## src/rtl/simd_pkg.sv

```systemverilog
// Shared types and default sizing for the SIMD operand/result read path.
package simd_pkg;

  localparam int DEF_LANES = 4;
  localparam int DEF_N     = 16;

  typedef logic [$clog2(DEF_LANES)-1:0] lane_idx_t;

  typedef enum logic [0:0] {
    RD_IDLE = 1'b0,
    RD_EMIT = 1'b1
  } rd_state_t;

endpackage

```

## src/rtl/lane_mask_next.sv

```systemverilog
// Combinational set-bit search over a lane mask.
// With first=1 it returns the lowest set bit; otherwise the lowest set bit
// strictly above cur_idx (never wraps). is_last reports that no set bit
// exists above the returned index.
module lane_mask_next
  import simd_pkg::*;
#(
  parameter int LANES = DEF_LANES
) (
  input  logic [LANES-1:0]         mask,
  input  logic [$clog2(LANES)-1:0] cur_idx,
  input  logic                     first,
  output logic [$clog2(LANES)-1:0] next_idx,
  output logic                     found,
  output logic                     is_last
);

  localparam int IW = $clog2(LANES);

  // Scan lanes in ascending order; first hit is the answer, any later hit clears is_last.
  always_comb begin
    next_idx = '0;
    found    = 1'b0;
    is_last  = 1'b1;
    for (int i = 0; i < LANES; i++) begin
      if (mask[i] && (first || (i > int'(cur_idx)))) begin
        if (!found) begin
          next_idx = IW'(i);
          found    = 1'b1;
        end else begin
          is_last  = 1'b0;
        end
      end else begin
        found = found;
      end
    end
  end

endmodule

```

## src/rtl/vector_lane_reader.sv

```systemverilog
// Captures a LANES x N vector plus lane mask and replays the selected lanes,
// lowest index first, one per cycle on a valid/ready stream.
module vector_lane_reader
  import simd_pkg::*;
#(
  parameter int LANES = DEF_LANES,
  parameter int N     = DEF_N
) (
  input  logic                     clk,
  input  logic                     reset,
  input  logic                     load_valid,
  output logic                     load_ready,
  input  logic [LANES*N-1:0]       load_data,
  input  logic [LANES-1:0]         load_mask,
  output logic                     out_valid,
  input  logic                     out_ready,
  output logic [N-1:0]             out_data,
  output logic [$clog2(LANES)-1:0] out_lane,
  output logic                     out_last,
  output logic                     done,
  output logic                     busy
);

  localparam int IW = $clog2(LANES);

  rd_state_t          state_r;
  rd_state_t          state_next_s;
  logic [LANES*N-1:0] data_r;
  logic [LANES-1:0]   mask_r;
  logic [IW-1:0]      lane_r;
  logic               out_valid_r;
  logic [N-1:0]       out_data_r;
  logic               out_last_r;
  logic               done_r;

  logic               load_fire_s;
  logic [IW-1:0]      first_idx_s;
  logic               first_found_s;
  logic               first_last_s;
  logic [IW-1:0]      next_idx_s;
  logic               next_found_s;
  logic               next_last_s;

  function automatic logic [N-1:0] lane_of(input logic [LANES*N-1:0] vec,
                                           input logic [IW-1:0]      idx);
    return vec[int'(idx)*N +: N];
  endfunction

  assign load_ready  = (state_r == RD_IDLE) && reset;
  assign busy        = (state_r == RD_EMIT);
  assign load_fire_s = load_valid && load_ready;

  assign out_valid   = out_valid_r;
  assign out_data    = out_data_r;
  assign out_lane    = lane_r;
  assign out_last    = out_last_r;
  assign done        = done_r;

  // Lowest selected lane of the incoming vector.
  lane_mask_next #(.LANES(LANES)) u_first (
    .mask     (load_mask),
    .cur_idx  ('0),
    .first    (1'b1),
    .next_idx (first_idx_s),
    .found    (first_found_s),
    .is_last  (first_last_s)
  );

  // Next selected lane above the one currently presented.
  lane_mask_next #(.LANES(LANES)) u_next (
    .mask     (mask_r),
    .cur_idx  (lane_r),
    .first    (1'b0),
    .next_idx (next_idx_s),
    .found    (next_found_s),
    .is_last  (next_last_s)
  );

  // State register.
  always_ff @(posedge clk) begin
    if (!reset) begin
      state_r <= RD_IDLE;
    end else begin
      state_r <= state_next_s;
    end
  end

  // Next-state: enter EMIT on a non-empty load, leave after the last beat is taken.
  always_comb begin
    state_next_s = state_r;
    case (state_r)
      RD_IDLE: begin
        if (load_fire_s && first_found_s) begin
          state_next_s = RD_EMIT;
        end else begin
          state_next_s = RD_IDLE;
        end
      end
      RD_EMIT: begin
        if (out_ready && out_last_r) begin
          state_next_s = RD_IDLE;
        end else begin
          state_next_s = RD_EMIT;
        end
      end
      default: state_next_s = RD_IDLE;
    endcase
  end

  // Capture registers, presented beat and the one-cycle done pulse.
  always_ff @(posedge clk) begin
    if (!reset) begin
      data_r      <= '0;
      mask_r      <= '0;
      lane_r      <= '0;
      out_valid_r <= 1'b0;
      out_data_r  <= '0;
      out_last_r  <= 1'b0;
      done_r      <= 1'b0;
    end else begin
      done_r <= 1'b0;
      case (state_r)
        RD_IDLE: begin
          if (load_fire_s) begin
            data_r <= load_data;
            mask_r <= load_mask;
            if (first_found_s) begin
              out_valid_r <= 1'b1;
              lane_r      <= first_idx_s;
              out_data_r  <= lane_of(load_data, first_idx_s);
              out_last_r  <= first_last_s;
            end else begin
              done_r      <= 1'b1;
            end
          end
        end
        RD_EMIT: begin
          if (out_ready) begin
            if (out_last_r) begin
              out_valid_r <= 1'b0;
              out_last_r  <= 1'b0;
              done_r      <= 1'b1;
            end else if (next_found_s) begin
              lane_r      <= next_idx_s;
              out_data_r  <= lane_of(data_r, next_idx_s);
              out_last_r  <= next_last_s;
            end
          end
        end
        default: begin
          out_valid_r <= 1'b0;
        end
      endcase
    end
  end

endmodule
```

## config.mk

```make
export PLATFORM = sky130hd
export DESIGN_NAME = vector_lane_reader
export DESIGN_NICKNAME = d
export VERILOG_FILES = /design/src/rtl/simd_pkg.sv /design/src/rtl/lane_mask_next.sv /design/src/rtl/vector_lane_reader.sv
export SDC_FILE = /design/constraint.sdc
export NUM_CORES = 1
export LEC_CHECK = 0
export CAP_MARGIN = 20
export CORE_MARGIN = 1.5
export CORE_UTILIZATION = 41
export DETAILED_ROUTE_END_ITERATION = 12
export PLACE_DENSITY_LB_ADDON = 0.15
export SLEW_MARGIN = 15
export SYNTH_ARGS = -nofsm -noshare
export SYNTH_HDL_FRONTEND = slang
export SYNTH_HIERARCHICAL = 1
export SYNTH_SLANG_ARGS = --single-unit
```

## constraint.sdc

```tcl
create_clock -name clk -period 3.8 [get_ports clk]
set_input_delay 0.76 -clock clk [delete_from_list [all_inputs] [get_ports clk]]
set_output_delay 0.76 -clock clk [all_outputs]
set_load 0.02 [all_outputs]
```

* After elaboration in Yosys (flattened, before gate mapping)
Index checks and enable logic that the tools add are counted.
** Word-level totals
- Output and inout port bits :: 23
- Bits in latches :: 0
- Bits in registers :: 90
- RAM bits :: 0
- Input bits :: 72
- Memory bits (read-only) :: 0
- Logic and storage cells :: 90
- Memories kept :: 0
** Operators by class
- Bitwise gates (word level) :: 1
- Eq/ne operators :: 6
- Shift-type cells :: 2
- Reduce and logical (&&, ||, !) cells :: 11
- $lt $le $gt $ge :: 3
- Multiplexer cells :: 59
- $add $sub $neg :: 0
- Multiply operators :: 0
- Div/mod/pow operators :: 0
** Operator list (count)
- variable part select 64 x 7 -> 16 bit :: 2
- two-way mux 16 bit :: 5
- two-way mux 1 bit :: 34
- one-hot mux 16 bit (2 select lines) :: 1
- two-way mux 2 bit :: 14
- inequality test 2 bit, second input constant :: 4
- one-hot mux 1 bit (2 select lines) :: 4
- logical AND 1 bit :: 7
- AND reduction 5 bit :: 1
- greater-than comparator 2 bit, first input constant :: 2
- inequality test 2 x 1 -> 1 bit, second input constant :: 2
- one-hot mux 2 bit (2 select lines) :: 1
- AND reduction 4 bit :: 1
- AND reduction 3 bit :: 1
- greater-than comparator 1 x 2 -> 1 bit, first input constant :: 1
- AND reduction 2 bit :: 1
- NOT 1 bit :: 1

* Logic depth before layout (Yosys ltp)
Gate-level depths: netlist (run 1).
- Word-level depth :: 12
- Depth in mapped cells :: 9
- Mapped depth without buffers :: 7

* Cells and area by module
The synthesis (run 1) kept the hierarchy.
** By module, submodules not included
- vector_lane_reader :: instances 1, area an instance 4095.2 sq um, cells each 444
- lane_mask_next :: instances 2, area an instance 141.4 sq um, cells each 22

* Least setup slack after synthesis (run 1)
No wires, ideal clock.
- Path kind :: input -> output
- Start point :: input reset
- End point :: output load_ready
- Data arrival time :: 1638 ps
- Data required time :: 3040 ps
- Path buffers :: 2
- Setup slack :: 1402 ps
- Stages on the path :: 3
- Path through :: clkbuf_1 -> clkbuf_1 -> nor2b_1
** Between the ends
- Longest elaborated chain between the ends :: 1
** Ends and longest elaborated chain
- start, declared :: RTL line vector_lane_reader.sv:10 : input logic reset,
- logical AND 1 bit :: RTL line vector_lane_reader.sv:49 : assign load_ready = (state_r == RD_IDLE) && reset;
- end, declared :: RTL line vector_lane_reader.sv:12 : output logic load_ready,
No other way between the ends.

* Worst setup path in the final report (run 1)
- Start point :: input load_mask[3]
- End point :: register out_data_r[0], in the netlist out_data[0]
** Between the ends
- Longest elaborated chain between the ends :: 5
- Elaborated cells between the ends (all ways) :: 8
- Classes of those cells :: eq/ne (1); shift (1); mux (5); reduce/logical (1)
** Ends and longest elaborated chain
- start, declared :: RTL line vector_lane_reader.sv:14 : input logic [LANES-1:0] load_mask,
- two-way mux 2 bit :: RTL line lane_mask_next.sv:26 : if (mask[i] && (first || (i > int'(cur_idx)))) begin
- net first_idx_s[0] :: RTL line vector_lane_reader.sv:37 : logic [IW-1:0] first_idx_s;
- variable part select 64 x 7 -> 16 bit :: RTL line vector_lane_reader.sv:46 : return vec[int'(idx)*N +: N];
- two-way mux 16 bit :: RTL line vector_lane_reader.sv:127 : if (first_found_s) begin
- two-way mux 16 bit :: RTL line vector_lane_reader.sv:124 : if (load_fire_s) begin
- one-hot mux 16 bit (2 select lines) :: RTL line vector_lane_reader.sv:122 : case (state_r)
- end signal, assigned :: RTL line vector_lane_reader.sv:130 : out_data_r <= lane_of(load_data, first_idx_s);
- end signal, assigned :: RTL line vector_lane_reader.sv:145 : out_data_r <= lane_of(data_r, next_idx_s);
- end, declared :: RTL line vector_lane_reader.sv:32 : logic [N-1:0] out_data_r;
The timed path passes the listed nets, and every way through them passes these cells. The select of a mux whose other input is x is not followed.
A chain may end at the register's enable or synchronous reset.

==> results of run 1 <==
## area by class of cell
type	instances	area [um2]	area share
Multi-Input combinational cell	375	2452	0.4297
Sequential cell	90	1802	0.3157
Timing Repair Buffer	108	1041	0.1824
Tap cell	136	170.2	0.02982
Clock buffer	10	127.6	0.02236
Clock inverter	6	113.9	0.01995
## path summary, 6_finish.rpt
check                              endpoint  slack, ps  cells after the start         start
worst max-delay path            out_data[0]        950                      9  load_mask[3]
worst min-delay path             data_r[15]        450                      2    data_r[15]
worst max register to register  out_data[5]       1200                      7   out_lane[1]
worst min register to register   data_r[15]        450                      2    data_r[15]
## layout by cell type (no fill, tap or decap), drive strengths merged
cell	Yosys	layout
a21boi	4	4
a21oi	3	3
a22o	2	2
a22oi	1	1
and3b	1	1
and4b	2	2
buf	23	15
bufinv	0	3
clkbuf	17	10
clkdlybuf4s50	0	93
clkinvlp	0	2
conb	2	19
dfxtp	90	90
inv	0	1
maj3	2	2
mux2	1	1
mux2i	2	2
mux4	32	32
nand2	141	141
nand2b	9	9
nand3	70	70
nand3b	1	1
nand4b	2	2
nor2	27	27
nor2b	7	7
o211ai	2	2
o21a	2	2
o21ai	9	9
o22ai	18	18
o311a	2	2
o31ai	16	16
## kinds of logic after synthesis
logic type,after synthesis
simple gates,260
flops,90
compound gates,59
buf+inv,40
mux,35
fa+ha+maj,2
other cells,2
## worst register-to-register path: cells and delay by family (launching register included)
family / cells / cell delay (ps)
mux: 1 / 570
flops: 1 / 380
simple gates: 3 / 840
compound gates: 2 / 410
buf+inv: 1 / 300
## metal layers
metal,vias to the layer above,share of wire,global-route usage
li1,1904,-,-
met1,1864,0.44,0.2805
met2,123,0.49,0.3571
met3,18,0.058,0.03801
met4,0,0.016,0.08784
met5,-,0,0
## stage by stage
step | setup WS, ps | std cells | total power [mW] | area (um2)
after floorplan | 1402 | 505 | 1.457 | 4442
after global placement | 714.6 | 709 | 1.669 | 5465
after detailed placement | 578.7 | 709 | 1.681 | 5465
after CTS | 959.7 | 725 | 2.469 | 5707
after global routing | 830.1 | 725 | 2.562 | 5707
final | 951.2 | 725 | 2.453 | 5707
## report_power, final
group / leakage (nW) / internal, mW / switching, mW
clock: 0.113 / 0.440 / 0.354
sequential: 0.742 / 1.03 / 0.0554
combinational: 1.60 / 0.299 / 0.279
total: 2.45 / 1.76 / 0.688
## state kept, by name, summed over array words and instances, names as in the netlist
name / cells
busy: 1
data_r: 64
done: 1
mask_r: 4
out_data: 16
out_lane: 2
out_last: 1
out_valid: 1
==> metrics, run 1 <==
clock root buffer=clkbuf_8; vias per cell=5.392; Die ar.=11310 um2; fillers=930; Synth Flop Type=dfxtp_1; CP max stage delay=about 570 ps; CTS tree=yes; Synth area leader=dfxtp_1; power density cells=429.9 nW/um2; Slew HR=0.4028; compound-gate portion of the synthesized area=0.09660; Synth top area share=0.4115; PortBufs=94; Post-Synth XOR/XNOR Area=0; Area contributors post-synth=dfxtp_1 (41%), mux4_2 (12%), nand2_1 (12%); WP buf/inv=2; Congestion Overflow GR=0; mux contribution to synthesized area=0.1786; vias=3909; Critical Path AT=3100 ps; Cell Rows=37; buffer depth of the longest clock path=2; Seq cells post-synth=90; maximum VDD drop=0.0002092 V; CTS Buf Count=9; effective utilization at floorplan=0.4241; Mapped Cells=488; crit share post-route=0.7497; hold-fix buffer count after cts=0; register area share after synthesis=0.4115; Tot GR Track Use=0.2165; Setup crit end kind=flop; I/O pin total=95; setup violators final=0; clk_skew=11.51 ps; simple-gate share of the synthesized area=0.2592; drc violations=0; min Tclk post-route=2849 ps; mapped cell area=4378 um2; setup TNS=0 ps; CTS Sinks=90; Worst-path clk slew=approximately 90 ps; slowest stage cell, crit path=clkdlybuf4s50_1; n_diodes=0; largest net degree at the start of global routing=between 80 and 90; core area=10320 um2; P&R area growth vs syn=30.35%; Final nets=656; Max Slew Vio Count=0; Hold Crit Class=reg2reg; Crit Path Max Fanout=17; H-tree levels=3; Hold Fails Final Rpt=0; family with the most delay on the worst path=buffers and inverters; top-count cell post-synth=nand2_1; Fin Hold WS=454.5 ps; CP required=4050 ps; synth cell count leaders=nand2_1 (141), dfxtp_1 (90), nand3_1 (70), nor2_1 (27), mux4_2 (24); Max Clock Freq=351.0 MHz; post-route ant nets=0; Leak=2.451 nW; Setup crit start kind=input port; Worst Path Class, Setup=in2reg; clk_lat worst skew=360 ps; status=completed; total wire length=11.89 mm; crit-path cells=clkdlybuf4s50_1 > nor2b_1 > o211ai_1 > a21boi_1 > o22ai_2 > buf_4 > mux4_2 > o22ai_1 > nor2_1; Syn Area/Cell=8.971 um2; number of post-CTS setup repair buffers=0; Warnings, synthesis=6; DPL Wire Length=7.956 mm; post-CTS sizing=0; Chip Width=106.3 um; EDFF count, synth=0; starting DRC count in detailed routing=245; first-pass GRT wire length=19.22 mm; Avg WL per Cell=16.41 um; Die Ht=between 100 and 150 um; fraction of layout cells with a size suffix above 1=0.1188; RSZ-0062 raised after global routing=false; vias in the first global route=3895; main combinational cell family by area after synthesis=simple AND/OR/NAND/NOR gates; DRT Pass-1 Iters=5; RePlAce Congestion=~0.84; FFs w/ async S/R, synth=0; Netlist cell types=36; Layout Utilization=0.5528; fraction of the mapped netlist area in adder cells=0.005144; initial antenna violation count=0; total of max-cap violations=0; Worst Tran Pin Value=895.7 ps
Power figures use the tool's default switching activity.
==> run 2: changes to the inputs <==
==> constraint.sdc (replaced) <==
create_clock -name clk -period 2.7 [get_ports clk]
set_input_delay 0.54 -clock clk [delete_from_list [all_inputs] [get_ports clk]]
set_output_delay 0.54 -clock clk [all_outputs]
set_load 0.02 [all_outputs]
==> metrics, run 2 (synthesis results as in run 1) <==
status=completed; total wire length=11.73 mm (-1.4%); DRT Pass-1 Iters=4 (-1); crit-path cells=nor2b_1 > o211ai_1 > a21boi_1 > o22ai_2 > buf_4 > mux4_1 > o22ai_1 > nor2_1; core area=10320 um2 (unchanged); clk_lat worst skew=340 ps (-20 ps); n_diodes=0 (unchanged); commonest non-fill, non-tap cells in the layout=nand2_1 (141), clkdlybuf4s50_1 (93), dfxtp_1 (90); Critical Path AT=2570 ps (-530 ps); Chip Width=106.3 um (unchanged); hold-fix buffer count after cts=0 (unchanged); crit share post-route=0.8649; worst-case reg-to-reg path depth=8 (+1); post-route insts no fill=727 (+0.28%); Final nets=659 (+0.46%); largest reg by FF count=data_r; Crit Path Max Fanout=11 (-6); Max Slew Vio Count=0 (unchanged); maximum VDD drop=0.0002875 V (+37%); Setup crit end kind=flop; post-route ant nets=0 (unchanged); reg-to-reg startpoint=mask_r[3]; clk_skew=8.581 ps (-2.928 ps); Avg WL per Cell=16.13 um (-1.7%); Cell Rows=37 (unchanged); Congestion Overflow GR=0 (unchanged); dpl cells=712 (+0.42%); setup violators final=0 (unchanged); power density cells=592.8 nW/um2 (+38%); Slew HR=0.5693 (+0.1665); Layout Utilization=0.5588 (+0.006060); clock root buffer=clkbuf_8; Max Clock Freq=428.2 MHz; slowest stage cell, crit path=dfxtp_1; max FFs per register=64 (unchanged); RePlAce Congestion=0.8121 (-3.0%); family with the most delay on the worst path=compound AO/OA/AOI/OAI gates; hold_sp=data_r[0]; Hold Crit Class=reg2reg; largest net degree at the start of global routing=69 (-21%); Leak=2.483 nW (+1.3%); PortBufs=94 (unchanged); number of post-CTS setup repair buffers=0 (unchanged); total of max-cap violations=0 (unchanged); buffer depth of the longest clock path=2 (unchanged); WP buf/inv=1 (-1); first-pass GRT wire length=18.94 mm (-1.5%); Worst-path clk slew=90 ps (about the same); starting DRC count in detailed routing=211 (-14%); Die ar.=11310 um2 (unchanged); CP max stage delay=430 ps (-140 ps); R2R Setup Slk=360 ps (-840 ps); CTS Sinks=90 (unchanged); Hold Fails Final Rpt=0 (unchanged); vias=3907 (-0.051%); Worst Path Class, Setup=reg2reg; most common cell after layout, fill and taps aside=nand2_1; cell area after placement=5538 um2 (+1.3%); initial antenna violation count=0 (unchanged); Worst Tran Pin Value=646.0 ps (-249.7 ps); Endpoint, Worst Hold=data_r[0]; Die Ht=106.3 um (unchanged); min Tclk post-route=2335 ps; H-tree levels=3 (unchanged); R2R Path End=out_data[6]; vias per cell=5.374 (-0.33%); P&R area growth vs syn=31.78%; CP required=2930 ps (-1120 ps); Tot GR Track Use=0.2140 (-0.002493); post-CTS sizing=0 (unchanged); I/O pin total=95 (unchanged); final instance area=5769 um2 (+1.1%); DPL Wire Length=8.006 mm (+0.64%); vias in the first global route=3854 (-1.1%); setup TNS=0 ps (unchanged); fraction of layout cells with a size suffix above 1=0.1218 (+0.002982); RSZ-0062 raised after global routing=false; Setup crit start kind=flop; CTS tree=yes; CTS Buf Count=9 (unchanged); effective utilization at floorplan=0.4241 (unchanged); hold depth=2 (unchanged); drc violations=0 (unchanged)
## run 2: area by class of cell
| cell class | instances | area, um2 |
|---|---|---|
| Clock buffer | 10 | 127.6 |
| Sequential cell | 90 | 1802 |
| Tap cell | 136 | 170.2 |
| Clock inverter | 5 | 103.9 |
| Timing Repair Buffer | 111 | 1114 |
| Fill cell | 945 | 4554 |
| Multi-Input combinational cell | 375 | 2452 |
## run 2: per-stage QoR
stage / hold WS, ps / total power, mW / worst slack, ps
finish: 453.8 / 3.420 / 364.7
global route: 476.9 / 3.583 / 250.5
CTS: 458.1 / 3.442 / 382.3
detailed placement: 444.7 / 2.382 / 80.68
global placement: 438.8 / 2.363 / 118.5
floorplan: 429.2 / 2.050 / 644.3
## run 2: how the worst max path moves through the flow
stage                             from      endpoint  slack [ps]  cells past startpoint
after floorplan           load_mask[3]   out_data[6]         640                      9
after global placement    load_mask[1]   out_data[5]         120                      8
after detailed placement  load_mask[1]   out_data[2]          80                      8
after CTS                    mask_r[3]   out_data[6]         380                      8
after global routing         mask_r[3]  out_data[10]         250                      8
final                        mask_r[3]   out_data[6]         360                      8
## run 2: metal layers
| metal | vias up | routed length (um) | track usage |
|---|---|---|---|
| li1 | 1907 | - | - |
| met2 | 119 | 5662 | 0.3627 |
| met1 | 1864 | 5363 | 0.2805 |
| met4 | 0 | 140 | 0.06178 |
| met5 | - | 0 | 0 |
| met3 | 17 | 561 | 0.03556 |
## run 2: power breakdown
| part | switching [mW] | internal [mW] |
|---|---|---|
| Clock | 0.458 | 0.611 |
| Sequential | 0.0717 | 1.44 |
| Combinational | 0.400 | 0.436 |
## run 2: worst min-delay path, stage by stage (launching register included)
cell	delay, ps
dfxtp_1	310
nand3_1	60
nand2_1	40
